`src/rtl/rom_sdram_writer.sv`:
```
// Pairs loader bytes into 16-bit words and writes them to SDRAM via req/ack.
// Optional running byte checksum: define ROM_WRITER_CHECKSUM_EN.
module rom_sdram_writer #(
  parameter int FIFO_DEPTH = 4,
  parameter int ADDR_W = 22,
  parameter logic [ADDR_W-1:0] BASE_ADDR = '0
) (
  input  logic              wclk,
  input  logic              resetn,
  input  logic [7:0]        din,
  input  logic              din_valid,
  input  logic              loading,
  output logic              sdram_req,
  input  logic              sdram_ack,
  output logic [ADDR_W-1:0] sdram_addr,
  output logic [15:0]       sdram_wdata,
  output logic [1:0]        sdram_be,
  output logic              busy,
  output logic              done,
  output logic              overflow,
  output logic [23:0]       bytes_written,
  output logic [15:0]       checksum
);

  localparam int PW = $clog2(FIFO_DEPTH);

  typedef enum logic {S_IDLE, S_WAIT} st_t;

  st_t         state, state_nxt;
  logic        loading_q, fall_seen;
  logic        rise, fall;
  logic [7:0]  lo, lo_nxt;
  logic        pending, pend_nxt;
  logic        push, pop, load;
  logic [17:0] push_data;
  logic [17:0] mem [FIFO_DEPTH];
  logic [PW:0] wr_ptr, rd_ptr;
  logic        empty, full;

  assign rise  = loading & ~loading_q;
  assign fall  = ~loading & loading_q;
  assign empty = (wr_ptr == rd_ptr);
  assign full  = (wr_ptr[PW] != rd_ptr[PW]) &&
                 (wr_ptr[PW-1:0] == rd_ptr[PW-1:0]);
  assign pop   = (state == S_WAIT) && sdram_ack;
  assign busy  = pending | ~empty | (state == S_WAIT);

  // A strobe in the falling cycle is paired first, then flushed if odd.
  always_comb begin
    push      = 1'b0;
    push_data = '0;
    lo_nxt    = lo;
    pend_nxt  = pending;
    if (din_valid) begin
      if (pending) begin
        push      = 1'b1;
        push_data = {2'b11, din, lo};
        pend_nxt  = 1'b0;
      end else if (fall) begin
        push      = 1'b1;
        push_data = {2'b01, 8'h00, din};
      end else begin
        lo_nxt   = din;
        pend_nxt = 1'b1;
      end
    end else if (fall && pending) begin
      push      = 1'b1;
      push_data = {2'b01, 8'h00, lo};
      pend_nxt  = 1'b0;
    end
  end

  always_ff @(posedge wclk) begin
    if (!resetn) begin
      loading_q <= 1'b0;
      fall_seen <= 1'b0;
      lo        <= '0;
      pending   <= 1'b0;
    end else begin
      loading_q <= loading;
      lo        <= lo_nxt;
      pending   <= pend_nxt;
      if (rise)
        fall_seen <= 1'b0;
      else if (fall)
        fall_seen <= 1'b1;
    end
  end

  always_ff @(posedge wclk) begin
    if (push && !full)
      mem[wr_ptr[PW-1:0]] <= push_data;
    else if (push && pop)
      mem[wr_ptr[PW-1:0]] <= push_data;
  end

  always_ff @(posedge wclk) begin
    if (!resetn) begin
      wr_ptr   <= '0;
      rd_ptr   <= '0;
      overflow <= 1'b0;
    end else begin
      if (push && (!full || pop))
        wr_ptr <= wr_ptr + 1'b1;
      if (pop)
        rd_ptr <= rd_ptr + 1'b1;
      if (push && full && !pop)
        overflow <= 1'b1;
    end
  end

  always_ff @(posedge wclk) begin
    if (!resetn)
      state <= S_IDLE;
    else
      state <= state_nxt;
  end

  always_comb begin
    state_nxt = state;
    unique case (state)
      S_IDLE: if (!empty) state_nxt = S_WAIT;
      S_WAIT: if (sdram_ack) state_nxt = S_IDLE;
      default: state_nxt = S_IDLE;
    endcase
  end

  always_comb begin
    sdram_req = (state == S_WAIT);
    load      = (state == S_IDLE) && !empty;
  end

  always_ff @(posedge wclk) begin
    if (!resetn) begin
      sdram_wdata   <= '0;
      sdram_be      <= '0;
      sdram_addr    <= BASE_ADDR;
      bytes_written <= '0;
      done          <= 1'b0;
    end else begin
      if (load) begin
        sdram_wdata <= mem[rd_ptr[PW-1:0]][15:0];
        sdram_be    <= mem[rd_ptr[PW-1:0]][17:16];
      end
      if (rise) begin
        sdram_addr    <= BASE_ADDR;
        bytes_written <= '0;
      end else if (pop) begin
        sdram_addr    <= sdram_addr + 1'b1;
        bytes_written <= bytes_written + 24'(sdram_be[0]) +
                         24'(sdram_be[1]);
      end
      if (rise)
        done <= 1'b0;
      else if (!loading && fall_seen && !pending && empty &&
               state == S_IDLE)
        done <= 1'b1;
    end
  end

`ifdef ROM_WRITER_CHECKSUM_EN
  logic [15:0] csum;

  always_ff @(posedge wclk) begin
    if (!resetn)
      csum <= '0;
    else if (rise)
      csum <= din_valid ? {8'h00, din} : 16'h0000;
    else if (din_valid)
      csum <= csum + {8'h00, din};
  end

  assign checksum = csum;
`else
  assign checksum = 16'h0000;
`endif

endmodule

```
`config.mk`:
```
export PLATFORM = sky130hd
export DESIGN_NAME = rom_sdram_writer
export DESIGN_NICKNAME = d
export VERILOG_FILES = /design/src/rtl/rom_sdram_writer.sv
export SDC_FILE = /design/constraint.sdc
export NUM_CORES = 1
export LEC_CHECK = 0
export ABC_AREA = 1
export BUFFER_PORTS_ARGS = -buffer_cell sky130_fd_sc_hd__buf_4
export CORE_MARGIN = 3
export CORE_UTILIZATION = 55
export CTS_CLUSTER_DIAMETER = 120
export CTS_CLUSTER_SIZE = 14
export DETAILED_ROUTE_END_ITERATION = 6
export GPL_ROUTABILITY_DRIVEN = 0
export HOLD_SLACK_MARGIN = 0.05
export PLACE_DENSITY = 0.77
export SKIP_CTS_REPAIR_TIMING = 1
export SKIP_LAST_GASP = 1
export SLEW_MARGIN = 15
export SYNTH_ARGS = -nofsm -noshare
export SYNTH_HDL_FRONTEND = slang
export SYNTH_SLANG_ARGS = --single-unit
```
`constraint.sdc`:
```
create_clock -name wclk -period 5.2 [get_ports wclk]
set_input_delay 0 -clock wclk [delete_from_list [all_inputs] [get_ports wclk]]
set_output_delay 0 -clock wclk [all_outputs]
set_load 0.01 [all_outputs]
```
==> impl_results.md <==
* Max-slew violation count at 0
* N_diodes at 0
* Antenna Nets Post-Route at 0
* Area contributors post-synth: edfxtp_1 (30%), dfxtp_1 (23%), nand2_1 (14%)
* GRT Util Overall at 0.219
* Cell count after synthesis at 908
* Power Density at 348 nW/um2
* PortBufs at 80
* Yosys reg bits at 156
* Worst slew pin tran at 0.732 ns
* DRC at 2
* Final setup fails at 0
* Max Fclk at 338 MHz
* Violated checks: DRC
* Area growth from synthesis to layout at 20.0%
* Critical Path RT at 5.33 ns
* Placed cell count at 1136
* YS warnings at 0
* Wl on met1 at 7410 um
* Dpl hpwl at 10500 um
* CTS tree: built
* Clock root cell: clkbuf_16
* Number of flops mapped to enable cells by yosys at 72
* Final cell count without fillers at 1188
* Setup WS post-layout at 2.24 ns
* Avg WL per Cell at 13.0 um
* Seq/Total Area, Yosys at 0.531
* Total CTS buffers at 17
* CTS H-tree depth at 4
* Metal3 WL at 1140 um
* First-pass GRT wire length at 25200 um
* Distinct cells, synth at 32
* Hold Crit Class: reg -> reg
* Cell mode on critical path: nand2_1
* WHS at 0.454 ns
* Top sig layer: met4
* Post-Syn Area at 7240 um2
* Global route overflow at 0
* Ys flop type: dfxtp_1
* Initial Utilization at 0.567
* Worst rel slew slack at 0.511
* Vias in the first global route at 5158
* Total leakage power at 3.66 nW
* DIE AREA at 14600 um2
* Unrepaired setup endpoints after global routing: no
* Worst VDD drop at 0.000227 V
* Syn avg cell area at 7.98 um2
* Crit path kind: reg -> reg
* Async SR Flop Fraction at 0
* Critical path startpoint category: flip-flop
* Final worst-path cycle share at 0.570
* Final Hold Violating Endpoints at 0
* DRT Pass-1 Iters at 7
* Run status: complete, but fails checks
* Post-synth top cells: nand2_1 (271), nor2_1 (127), inv_1 (111)
* CP Data Arrival Time at 3.09 ns
* Area of the core at 12800 um2
* # Max-Cap Violations at 0
* Clk_lat worst skew at 0.43 ns
* CP max FO at 21
* Placement Rows at 41
* CP max stage cell: nor2_1
* CP peak stage delay at 0.62 ns
* Fin crit period at 2.96 ns
* Fin Setup TNS at 0 ns
* Top-level I/O count at 97
* Clock slew at reported path FFs at 0.06 ns
* Met2 WL at 6670 um
* Worst path cell trace: inv_1 -> nand2_1 -> nand2_2 -> nor2_4 -> nand2_1 -> nand2_1 -> nor2_1 -> buf_4
* Via count at 5875
* Largest area contributor in the netlist: edfxtp_1
* CP endpoint kind: flip-flop
* Share of cells above drive strength 1 at 0.128
* Width of the die at 121 um
* Final WL at 15500 um
* Clock sinks at 156
* Count leader, synth: nand2_1
* Layout Nets at 1024
* Vias per std cell at 4.95
* Placement Setup Slack at 2.25 ns
* Fin Clk Skew at 0.00652 ns
* Initial antenna violation count at 0
* Initial DRC count at 488
* CTS Buffer Depth at 2
* Die Ht at 121 um
* Post-synth top area share at 0.298
* Largest net degree at the start of global routing at 40
==> critical path, delay by kind of cell, from the launching register on <==
family	cells	cell delay, ns
AND/OR/NAND/NOR	6	1.22
buffers and inverters	2	0.90
flip-flops	1	0.53
==> cells in the final DEF (no fill, tap or decap), types with 2 or more instances in the layout <==
cell,Yosys,final
edfxtp_1,72,72
buf_4,19,87
clkbuf_16,0,17
nor2_2,4,4
nand2_1,271,271
dfxtp_1,84,84
a21oi_1,39,38
clkbuf_1,7,3
bufinv_16,0,4
dlygate4sd3_1,0,20
o32ai_1,8,8
clkinvlp_4,0,5
nand3b_1,18,18
o21bai_1,3,3
conb_1,1,16
inv_1,111,111
nor2_4,2,2
nor3b_1,4,4
nand2_2,4,4
o21ai_0,27,27
clkinv_2,0,3
ha_1,7,7
nor2_1,127,127
nor3_1,9,9
xor2_1,5,5
nand3_1,52,52
nand4_1,5,5
inv_2,3,3
==> state kept, by name (all words and copies together) (netlist names) <==
name and flops:
lo 8, sdram_be 2, wr_ptr 3, rd_ptr 3, fall_seen 1, sdram_addr 22, done 1, sdram_req 1
sdram_wdata 16, pending 1, overflow 1, loading_q 1, bytes_written 24, mem 72
==> cell type report <==
cell class	instances	area, um2
clock buffers	20	437
clock inverters	12	173
fillers	1037	4080
inverters	114	428
multi-input cells	607	2740
flip-flops and latches	156	3840
well taps	172	215
repair buffers	107	853
==> logic make-up (layout without fill, tap and decap cells) <==
logic type | count (synthesis) | count (layout) | synth area share
buf+inv | 160 | 253 | 0.0993
xor+xnor | 6 | 6 | 0.00725
flops | 156 | 156 | 0.531
simple gates | 499 | 499 | 0.288
compound gates | 78 | 78 | 0.0594
other cells | 1 | 16 | 0.000518
fa+ha+maj | 8 | 8 | 0.0149
==> final timing paths <==
| kind | startpoint | end | slack, ns | cells past startpoint |
|---|---|---|---|---|
| setup reg to reg | rd_ptr[1] | mem[0][15] | 2.24 | 8 |
| hold / removal | lo[6] | lo[6] | 0.45 | 2 |
| hold reg to reg | lo[6] | lo[6] | 0.45 | 2 |
| setup / recovery | rd_ptr[1] | mem[0][15] | 2.24 | 8 |
==> through the flow <==
| step | total power [mW] | cell area (um2) | utilization |
|---|---|---|---|
| floorplan | 1.66 | 7300 | - |
| global placement | 1.75 | 7880 | 0.617 |
| detailed placement | 1.76 | 7880 | 0.617 |
| CTS | 3.03 | 8490 | 0.665 |
| global route | 3.15 | 8690 | 0.680 |
| finish | 3.02 | 8690 | 0.680 |
==> power by group <==
group,total (mW),internal (mW),switching (mW)
Combinational,0.378,0.147,0.231
Sequential,1.36,1.33,0.0296
Clock,1.28,0.799,0.480
Total,3.02,2.28,0.740
==> layer usage <==
layer | vias to the layer above | global-route usage
li1 | 3039 | -
met1 | 2615 | 0.313
met2 | 202 | 0.323
met3 | 19 | 0.0580
met4 | 0 | 0.0744
met5 | - | 0
Note: power is estimated with default switching activity, not from simulation.
